**config.mk**
```make
export PLATFORM = sky130hd
export DESIGN_NAME = freq_meas_sequencer
export DESIGN_NICKNAME = d
export VERILOG_FILES = /design/src/rtl/freq_meas_pkg.sv /design/src/rtl/freq_wb_master_if.sv /design/src/rtl/freq_meas_sequencer.sv
export SDC_FILE = /design/constraint.sdc
export NUM_CORES = 1
export LEC_CHECK = 0
export ABC_AREA = 1
export CELL_PAD_IN_SITES_DETAIL_PLACEMENT = 0
export CELL_PAD_IN_SITES_GLOBAL_PLACEMENT = 2
export CORE_MARGIN = 10
export CORE_UTILIZATION = 42
export DETAILED_ROUTE_END_ITERATION = 6
export DONT_BUFFER_PORTS = 1
export GPL_TIMING_DRIVEN = 0
export PLACE_DENSITY_LB_ADDON = 0.25
export SETUP_SLACK_MARGIN = 0.4
export SKIP_LAST_GASP = 1
export SLEW_MARGIN = 20
export SYNTH_ARGS = -nofsm -noshare
export SYNTH_HDL_FRONTEND = slang
export SYNTH_HIERARCHICAL = 1
export SYNTH_SLANG_ARGS = --single-unit
```
**constraint.sdc**
```tcl
create_clock -name clk_i -period 5.1 [get_ports clk_i]
set_input_delay 0.765 -clock clk_i [delete_from_list [all_inputs] [get_ports clk_i]]
set_output_delay 0.765 -clock clk_i [all_outputs]
set_load 0.02 [all_outputs]
```
**src/rtl/freq_meas_pkg.sv**
```systemverilog
// freq_meas_pkg: shared encodings and constants for the frequency-measurement sequencer.
package freq_meas_pkg;
  typedef enum logic [2:0] {
    S_IDLE, S_RST_WR, S_START_WR, S_GATE, S_READ, S_DONE, S_ERROR
  } seq_state_t;
  typedef enum logic [1:0] {M_IDLE, M_BUS, M_RTY} bus_state_t;
  localparam logic [1:0] ERR_NONE    = 2'd0;
  localparam logic [1:0] ERR_BUS     = 2'd1;
  localparam logic [1:0] ERR_RETRY   = 2'd2;
  localparam logic [1:0] ERR_TIMEOUT = 2'd3;
  localparam logic [31:0] CTRL_CMD_RST    = 32'h01;
  localparam logic [31:0] CTRL_CMD_START  = 32'h80;
  localparam logic [31:0] DEF_CTRL_ADDR   = 32'h8;
  localparam logic [31:0] DEF_RESULT_ADDR = 32'h9;
  function automatic logic is_bus_state(input seq_state_t s);
    return s inside {S_RST_WR, S_START_WR, S_READ};
  endfunction
endpackage

```
**src/rtl/freq_wb_master_if.sv**
```systemverilog
// freq_wb_master_if: single-transaction Wishbone master with retry and timeout handling.
module freq_wb_master_if
  import freq_meas_pkg::*;
#(
  parameter int TIMEOUT_CYC = 16,
  parameter int MAX_RETRY   = 3
) (
  input  logic        clk_i,
  input  logic        rst_i,
  input  logic        req,
  input  logic        we,
  input  logic [31:0] adr,
  input  logic [31:0] wdat,
  output logic [31:0] m_adr_o,
  output logic [31:0] m_dat_o,
  input  logic [31:0] m_dat_i,
  output logic        m_we_o,
  output logic        m_cyc_o,
  output logic        m_stb_o,
  output logic [3:0]  m_sel_o,
  input  logic        m_ack_i,
  input  logic        m_err_i,
  input  logic        m_rty_i,
  output logic        done,
  output logic [1:0]  err_kind,
  output logic [31:0] rdata
);
  localparam int TW = $clog2(TIMEOUT_CYC + 1);
  localparam int RW = $clog2(MAX_RETRY + 1);
  bus_state_t state, state_nx;
  logic [TW-1:0] tcnt;
  logic [RW-1:0] rcnt;
  logic t_err, t_ack, t_rty, rty_over, tout;
  always_ff @(posedge clk_i or negedge rst_i)
    if (!rst_i) state <= M_IDLE;
    else state <= state_nx;
  always_comb begin
    state_nx = state;
    case (state)
      M_IDLE:  state_nx = req ? M_BUS : M_IDLE;
      M_BUS:   state_nx = done ? M_IDLE : t_rty ? M_RTY : M_BUS;
      M_RTY:   state_nx = M_BUS;
      default: state_nx = M_IDLE;
    endcase
  end
  // Terminations are qualified by stb; err beats ack beats rty.
  always_comb begin
    m_cyc_o  = state != M_IDLE;
    m_stb_o  = state == M_BUS;
    m_sel_o  = 4'hF;
    t_err    = m_stb_o & m_err_i;
    t_ack    = m_stb_o & m_ack_i & ~m_err_i;
    t_rty    = m_stb_o & m_rty_i & ~m_err_i & ~m_ack_i;
    rty_over = t_rty & (rcnt == RW'(MAX_RETRY));
    tout     = m_stb_o & ~m_err_i & ~m_ack_i & ~m_rty_i & (tcnt == TW'(TIMEOUT_CYC - 1));
    done     = t_err | t_ack | rty_over | tout;
    err_kind = t_err ? ERR_BUS : t_ack ? ERR_NONE : rty_over ? ERR_RETRY : tout ? ERR_TIMEOUT : ERR_NONE;
    rdata    = m_dat_i;
  end
  always_ff @(posedge clk_i or negedge rst_i)
    if (!rst_i) begin
      m_adr_o <= '0;
      m_dat_o <= '0;
      m_we_o  <= 1'b0;
      tcnt    <= '0;
      rcnt    <= '0;
    end else begin
      if (state == M_IDLE && req) begin
        m_adr_o <= adr;
        m_dat_o <= wdat;
        m_we_o  <= we;
      end
      tcnt <= state == M_BUS ? tcnt + TW'(1) : '0;
      rcnt <= state == M_IDLE ? '0 : (t_rty && !rty_over) ? rcnt + RW'(1) : rcnt;
    end
endmodule

```
**src/rtl/freq_meas_sequencer.sv**
```systemverilog
// freq_meas_sequencer: autonomous Wishbone master running reset/start/gate/read cycles on a frequency counter.
module freq_meas_sequencer
  import freq_meas_pkg::*;
#(
  parameter logic [31:0] CTRL_ADDR   = DEF_CTRL_ADDR,
  parameter logic [31:0] RESULT_ADDR = DEF_RESULT_ADDR,
  parameter int          GATE_W      = 24,
  parameter int          TIMEOUT_CYC = 16,
  parameter int          MAX_RETRY   = 3
) (
  input  logic              clk_i,
  input  logic              rst_i,
  input  logic              start_i,
  input  logic              continuous_i,
  input  logic              abort_i,
  input  logic [GATE_W-1:0] gate_cycles_i,
  output logic              busy_o,
  output logic [31:0]       result_o,
  output logic              result_valid_o,
  output logic [15:0]       meas_count_o,
  output logic              error_o,
  output logic [1:0]        err_code_o,
  output logic [31:0]       m_adr_o,
  output logic [31:0]       m_dat_o,
  input  logic [31:0]       m_dat_i,
  output logic              m_we_o,
  output logic              m_cyc_o,
  output logic              m_stb_o,
  output logic [3:0]        m_sel_o,
  input  logic              m_ack_i,
  input  logic              m_err_i,
  input  logic              m_rty_i
);
  seq_state_t state, state_nx, tgt, bus_nx;
  logic issued, accept, req, done, bus_we;
  logic [1:0] err_kind;
  logic [31:0] rdata, bus_adr, bus_dat;
  logic [GATE_W-1:0] gate_len, gcnt;
  // A start from IDLE/ERROR issues the first write immediately; later bus states
  // issue on entry, which leaves the mandatory idle cycle after the previous termination.
  always_comb begin
    accept  = start_i & (state == S_IDLE || state == S_ERROR);
    req     = accept | (is_bus_state(state) & ~issued & ~abort_i);
    tgt     = is_bus_state(state) ? state : S_RST_WR;
    bus_we  = tgt != S_READ;
    bus_adr = tgt == S_READ ? RESULT_ADDR : CTRL_ADDR;
    bus_dat = tgt == S_RST_WR ? CTRL_CMD_RST : tgt == S_START_WR ? CTRL_CMD_START : 32'h0;
    bus_nx  = state == S_RST_WR ? S_START_WR : state == S_START_WR ? S_GATE : S_DONE;
  end
  freq_wb_master_if #(.TIMEOUT_CYC(TIMEOUT_CYC), .MAX_RETRY(MAX_RETRY)) u_bus (
    .clk_i(clk_i), .rst_i(rst_i), .req(req), .we(bus_we), .adr(bus_adr), .wdat(bus_dat),
    .m_adr_o(m_adr_o), .m_dat_o(m_dat_o), .m_dat_i(m_dat_i), .m_we_o(m_we_o),
    .m_cyc_o(m_cyc_o), .m_stb_o(m_stb_o), .m_sel_o(m_sel_o),
    .m_ack_i(m_ack_i), .m_err_i(m_err_i), .m_rty_i(m_rty_i),
    .done(done), .err_kind(err_kind), .rdata(rdata)
  );
  always_ff @(posedge clk_i or negedge rst_i)
    if (!rst_i) state <= S_IDLE;
    else state <= state_nx;
  always_comb begin
    state_nx = state;
    case (state)
      S_IDLE, S_ERROR: state_nx = start_i ? S_RST_WR : state;
      S_RST_WR, S_START_WR, S_READ:
        state_nx = done ? (err_kind != ERR_NONE ? S_ERROR : abort_i ? S_IDLE : bus_nx)
                 : (!issued && abort_i) ? S_IDLE : state;
      S_GATE:  state_nx = abort_i ? S_IDLE : gcnt == GATE_W'(1) ? S_READ : S_GATE;
      S_DONE:  state_nx = (continuous_i && !abort_i) ? S_RST_WR : S_IDLE;
      default: state_nx = S_IDLE;
    endcase
  end
  always_comb begin
    busy_o         = !(state == S_IDLE || state == S_ERROR);
    result_valid_o = state == S_DONE;
    error_o        = state == S_ERROR;
  end
  always_ff @(posedge clk_i or negedge rst_i)
    if (!rst_i) begin
      issued       <= 1'b0;
      gate_len     <= '0;
      gcnt         <= '0;
      result_o     <= '0;
      meas_count_o <= '0;
      err_code_o   <= ERR_NONE;
    end else begin
      issued <= done ? 1'b0 : req ? 1'b1 : issued;
      if (accept) gate_len <= gate_cycles_i == '0 ? GATE_W'(1) : gate_cycles_i;
      gcnt <= state == S_GATE ? gcnt - GATE_W'(1) : gate_len;
      if (done && err_kind == ERR_NONE && state == S_READ) result_o <= rdata;
      if (state == S_DONE) meas_count_o <= meas_count_o + 16'd1;
      err_code_o <= (done && err_kind != ERR_NONE) ? err_kind : accept ? ERR_NONE : err_code_o;
    end
endmodule

```
Word-level counts from Yosys, hierarchy flattened
Index checks and enable logic that the tools add are counted.
{ "classes": {"muxes": 32, "n_eq_ne": 17, "n_bitwise": 23, "n_addsub": 4, "n_reduce_logical": 25} }
{ "ops": {"columns": ["cell", "n"], "rows": [
  ["two-way mux 24 bit", 2],
  ["two-way mux 3 bit", 10],
  ["== test 24 x 1 -> 1 bit, second input constant", 1],
  ["zero test 24 bit", 1],
  ["subtractor 24 x 1 -> 24 bit, second input constant", 1],
  ["two-way mux 2 bit", 10],
  ["adder 16 x 1 -> 16 bit, second input constant", 1],
  ["two-way mux 8 bit", 2],
  ["bitwise AND 1 bit", 14],
  ["== test 3 bit, second input constant", 4],
  ["one-hot mux 3 bit (4 select lines)", 1],
  ["nonzero test 2 bit", 5],
  ["== test 3 x 2 -> 1 bit, second input constant", 3],
  ["logical AND 1 bit", 7],
  ["== test 3 x 1 -> 1 bit, second input constant", 2],
  ["!= test 3 bit, second input constant", 2],
  ["one-hot mux 2 bit (3 select lines)", 1],
  ["adder 5 x 1 -> 5 bit, second input constant", 1],
  ["== test 5 x 4 -> 1 bit, second input constant", 1],
  ["two-way mux 1 bit", 5],
  ["two-way mux 5 bit", 1],
  ["NOT 1 bit", 5],
  ["== test 2 bit, second input constant", 2],
  ["zero test 1 bit", 4],
  ["11 further kinds", 15]
]} }
{ "totals": {"output_inout_bits": 124, "wordCells": 114, "inputBits": 64, "reg_bits": 176} }

Logic depth before layout (Yosys ltp)
{ "logic_depth": {"word_depth": 13, "ltp_mapped": 15, "ltp_nobuf": 15} }

Modules after synthesis
The synthesis kept the hierarchy.
{ "modules_own_cells": {"columns": ["module", "area_each_um2", "instances", "seq_area_each_um2", "cells_per_inst"], "rows": [
  ["freq_meas_sequencer", 5036.1, 1, 2552.4, 565],
  ["freq_wb_master_if", 3315.7, 1, 1851.8, 376]
]} }

Worst setup path after synthesis
No wires, ideal clock.
{ "synth_timing": {"path_kind": "input port to flip-flop", "startpoint": "in m_err_i", "endpoint": "reg result_o[10]", "path_stages": 9, "n_path_buf": 2, "slack_ps": 2830, "setup_time_ps": 125, "arrival_ps": 2145, "required_time_ps": 4975, "cell_sequence": "nor2_1 -> inv_1 -> nor2_1 -> nand3_1 -> nand3_1 -> clkbuf_1 -> nand3_4 -> buf_6 -> mux2_4"} }
{ "synth_between": {"elab_cells_between_ends": 20, "classes_between": "mux: 4; bitwise: 13; reduce/logical: 3"} }
{ "synth_lines": {"columns": ["item", "line", "text"], "rows": [
  ["start, declared", "freq_meas_sequencer.sv:31", "input logic m_err_i,"],
  ["NOT 1 bit", "freq_wb_master_if.sv:52, freq_wb_master_if.sv:53, freq_wb_master_if.sv:55", null],
  ["bitwise AND 1 bit (on tied branches) (2 in series)", "freq_wb_master_if.sv:53, freq_wb_master_if.sv:55", null],
  ["bitwise AND 1 bit (on tied branches)", "freq_wb_master_if.sv:54, freq_wb_master_if.sv:55", null],
  ["OR 1 bit / bitwise AND 1 bit (equally long branches)", "freq_wb_master_if.sv:56, freq_wb_master_if.sv:55", null],
  ["OR 1 bit *", "freq_wb_master_if.sv:56", "done = t_err | t_ack | rty_over | tout;"],
  ["named net done", "freq_meas_sequencer.sv:35", "logic issued, accept, req, done, bus_we;"],
  ["logical AND 1 bit * (2 in series)", "freq_meas_sequencer.sv:89", "if (done && err_kind == ERR_NONE && state == S_READ) result_o <= rdata;"],
  ["end signal, assigned", "freq_meas_sequencer.sv:89", null],
  ["end, declared", "freq_meas_sequencer.sv:18", "output logic [31:0] result_o,"]
]} }
Mark *: on every way through the listed nets, which the timed path passes. The rest lies on a longest branch.
A chain may end at the register's enable or synchronous reset.

==> results by group <==
Outcome
  • Status: finished clean

Timing
  • Max Clock Freq: 396 MHz
  • RSZ-0062 raised after global routing: no
  • Slew headroom: 0.507
  • Max Clock Skew: 0.0107 ns
  • Setup WS post-layout: 2.57 ns
  • Pins Over Slew Limit: 0
  • Hold slack: 0.0286 ns
  • Worst Tran Pin Value: 0.733 ns
  • Final Hold Fails: 0
  • Tmin final: 2.53 ns
  • Setup total negative slack: 0 ns
  • Setup-failing EPs final: 0
  • Fin crit share: 0.496

CTS
  • Clock-pin slew on the worst setup and hold paths: 0.07 ns
  • CTS Buf Count: 17
  • Post_cts resized: 0
  • # hold bufs at CTS: 0
  • Post-CTS Setup Bufs: 0
  • TritonCTS clock tree: yes
  • H-tree depth: 4
  • Clock Tree Buf Depth: 2
  • Root Driver: clkbuf_16
  • Clock Latency Late Sink: 0.42 ns
  • CTS sink count: 176

Floorplan
  • I/O pin total: 188
  • # rows: 51
  • Die Ht: 161 um
  • Initial Util: 0.428
  • Core Footprint: 19500 um^2
  • Die X: 161 um
  • Die area: 25900 um^2

Worst setup path
  • Setup crit start kind: register
  • WP data required: 5.46 ns
  • Crit-path cells: inv_2 > nand2_1 > nor2_4 > nor2_4 > inv_2 > nand2_4 > buf_4 > o31ai_1 > buf_4 > clkbuf_1 > nand3_1 > nand2_1
  • CP max FO: 10
  • Critical path buffer and inverter count: 5
  • Worst setup path class: register to register
  • Worst flop-to-flop path endpoint: u_bus/m_adr_o[0]$_DFFE_PN0P_
  • Critical path endpoint category: register
  • Max incr delay on CP: 0.48 ns
  • Reg2Reg Setup Slack: 2.57 ns
  • Worst R2R Start: state[0]$_DFFE_PN0P_
  • Cell family with most CP delay: buffers and inverters
  • Worst-case reg-to-reg path depth: 12
  • Crit path from: state[0]$_DFFE_PN0P_
  • Crit path DAT: 2.89 ns
  • Max stage delay cell, worst path: dfrtp_1

Routing
  • Total number of vias: 5894
  • Initial drt markers: 416
  • Drt wl/cell: 15.3 um
  • Final WL: 19.9 mm
  • Post-DRT Antenna Nets: 0
  • Residual DRC: 0
  • Drt first pass iters: 4
  • Routed vias/inst: 4.53

Synth
  • Post-Syn Area: 8350 um^2
  • Sequential area share after synthesis: 0.527
  • Synth area leader: dfrtp_1
  • Synth top area cells: dfrtp_1, nand2_1, nand3_1
  • Share of the synthesized area in the top cell type: 0.527
  • Yosys cell types: 34
  • Flops & latches, synth: 176
  • Top post-synthesis cells by count: nand2_1, dfrtp_1, nand3_1, nor2_1, inv_1
  • Ys Warns: 6
  • Syn_area_per_cell: 8.88 um^2
  • Number of synthesized flops with an enable pin: 0
  • Async set or reset register ratio after synthesis: 1.00
  • Most common cell in the netlist: nand2_1
  • Synth Flop Type: dfrtp_1
  • Cells after Synth: 941

Cells and area
  • Layout Nets: 1092
  • Layout area overhead: 14.0%
  • Fraction of layout cells with a size suffix above 1: 0.141
  • Antenna Cells: 0
  • Final Instance Count excl. Fillers: 1300

Global routing
  • Total grt overflow: 0
  • Global-route wire length before repair: 32.6 mm
  • Gr usage total: 0.154
  • Initial antenna violation count: 0
  • Vias in the first global route: 5828
  • Largest net degree at the start of global routing: 177

Placed design
  • Gpl congestion: 0.777
  • IO Port Bufs: 0
  • Cell count after placement: 1268
  • Detailed Place HPWL: 14.6 mm
  • Setup WS pre-CTS: 2.56 ns

Pwr
  • VDD IR-drop max: 0.254 mV
  • Tot Pwr: 5830 uW
  • Cell area power density: 613 nW/um^2
  • Static Leak: 0.00504 uW

Run
  • Max cap viols: 0

Min path
  • Min-Delay Path Class: input port to async pin
-- cell families after synthesis --
kind of cell | after synthesis | share of synthesized area
buffers and inverters | 145 | 0.0941
multiplexers | 32 | 0.0566
flip-flops | 176 | 0.527
AO/OA/AOI/OAI | 53 | 0.0345
AND/OR/NAND/NOR | 509 | 0.259
other | 3 | 0.00135
XOR/XNOR | 17 | 0.0178
adder cells (fa/ha/maj) | 6 | 0.00899
-- state kept, by name, summed over array words and instances (netlist names) --
| name | cells |
|---|---|
| u_bus/rcnt | 2 |
| u_bus/tcnt | 5 |
| u_bus/state | 2 |
| result_o | 32 |
| gate_len | 24 |
| state | 3 |
| issued | 1 |
| gcnt | 24 |
| u_bus/m_we_o | 1 |
| u_bus/m_dat_o | 32 |
| meas_count_o | 16 |
| err_code_o | 2 |
| u_bus/m_adr_o | 32 |
-- through the flow --
stage / util / instance area (um^2)
after floorplan: - / 8580
after global placement: 0.457 / 8920
after detailed placement: 0.457 / 8920
after CTS: 0.487 / 9520
after global routing: 0.487 / 9520
final: 0.487 / 9520
-- worst max path at each step --
stage	to	slack, ns	cells past startpoint
global placement	result_o[23]$_DFFE_PN0P_	2.56	9
global route	u_bus/m_adr_o[0]$_DFFE_PN0P_	2.41	12
floorplan	result_o[10]$_DFFE_PN0P_	2.83	9
detailed placement	result_o[23]$_DFFE_PN0P_	2.56	9
finish	u_bus/m_adr_o[0]$_DFFE_PN0P_	2.57	12
CTS	u_bus/m_adr_o[0]$_DFFE_PN0P_	2.55	12
-- where the power goes --
group / internal (uW) / leakage, uW / switching, uW
combinational: 670 / 0.00251 / 1020
clock: 698 / 0.000283 / 609
sequential: 1950 / 0.00225 / 885
total: 3320 / 0.00504 / 2510
-- layout by cell type (no fill, tap or decap), types with 2 or more instances in the layout --
cell type / synthesis / routed
nor2_2: 5 / 5
dfrtp_1: 176 / 176
or2_2: 3 / 3
ha_1: 6 / 6
clkinvlp_4: 0 / 3
buf_4: 44 / 44
inv_6: 0 / 3
inv_8: 0 / 2
clkbuf_1: 10 / 10
mux2_2: 2 / 2
o21bai_1: 2 / 2
a21oi_1: 5 / 5
xor2_1: 12 / 12
buf_6: 9 / 9
conb_1: 3 / 65
nand2_1: 302 / 302
nor2_4: 3 / 3
nand3_1: 104 / 104
buf_2: 7 / 7
mux2_4: 30 / 30
inv_2: 5 / 5
clkbuf_16: 0 / 17
nor2_1: 71 / 71
nor3_1: 6 / 6
o21ai_0: 20 / 20
a31oi_1: 5 / 5
clkinv_4: 0 / 3
nand3_4: 2 / 2
o21ai_1: 17 / 17
nand4_1: 10 / 10
inv_1: 70 / 70
clkinv_8: 0 / 3
xnor2_1: 5 / 5
-- routing by layer --
| metal | part of all wire | GRT usage |
|---|---|---|
| met5 | 0 | 0 |
| met2 | 0.49 | 0.249 |
| met4 | 0.016 | 0.0488 |
| met3 | 0.061 | 0.0432 |
| met1 | 0.44 | 0.197 |
-- layout make-up --
cell class	count	area, um^2
Clock buffer	17	425
Clock inverter	15	176
Fill cell	1959	10000
Buffer	70	504
Tap cell	265	332
Sequential cell	176	4400
Inverter	75	282
Multi-Input combinational cell	682	3390
Note: power is estimated with default switching activity, not from simulation.
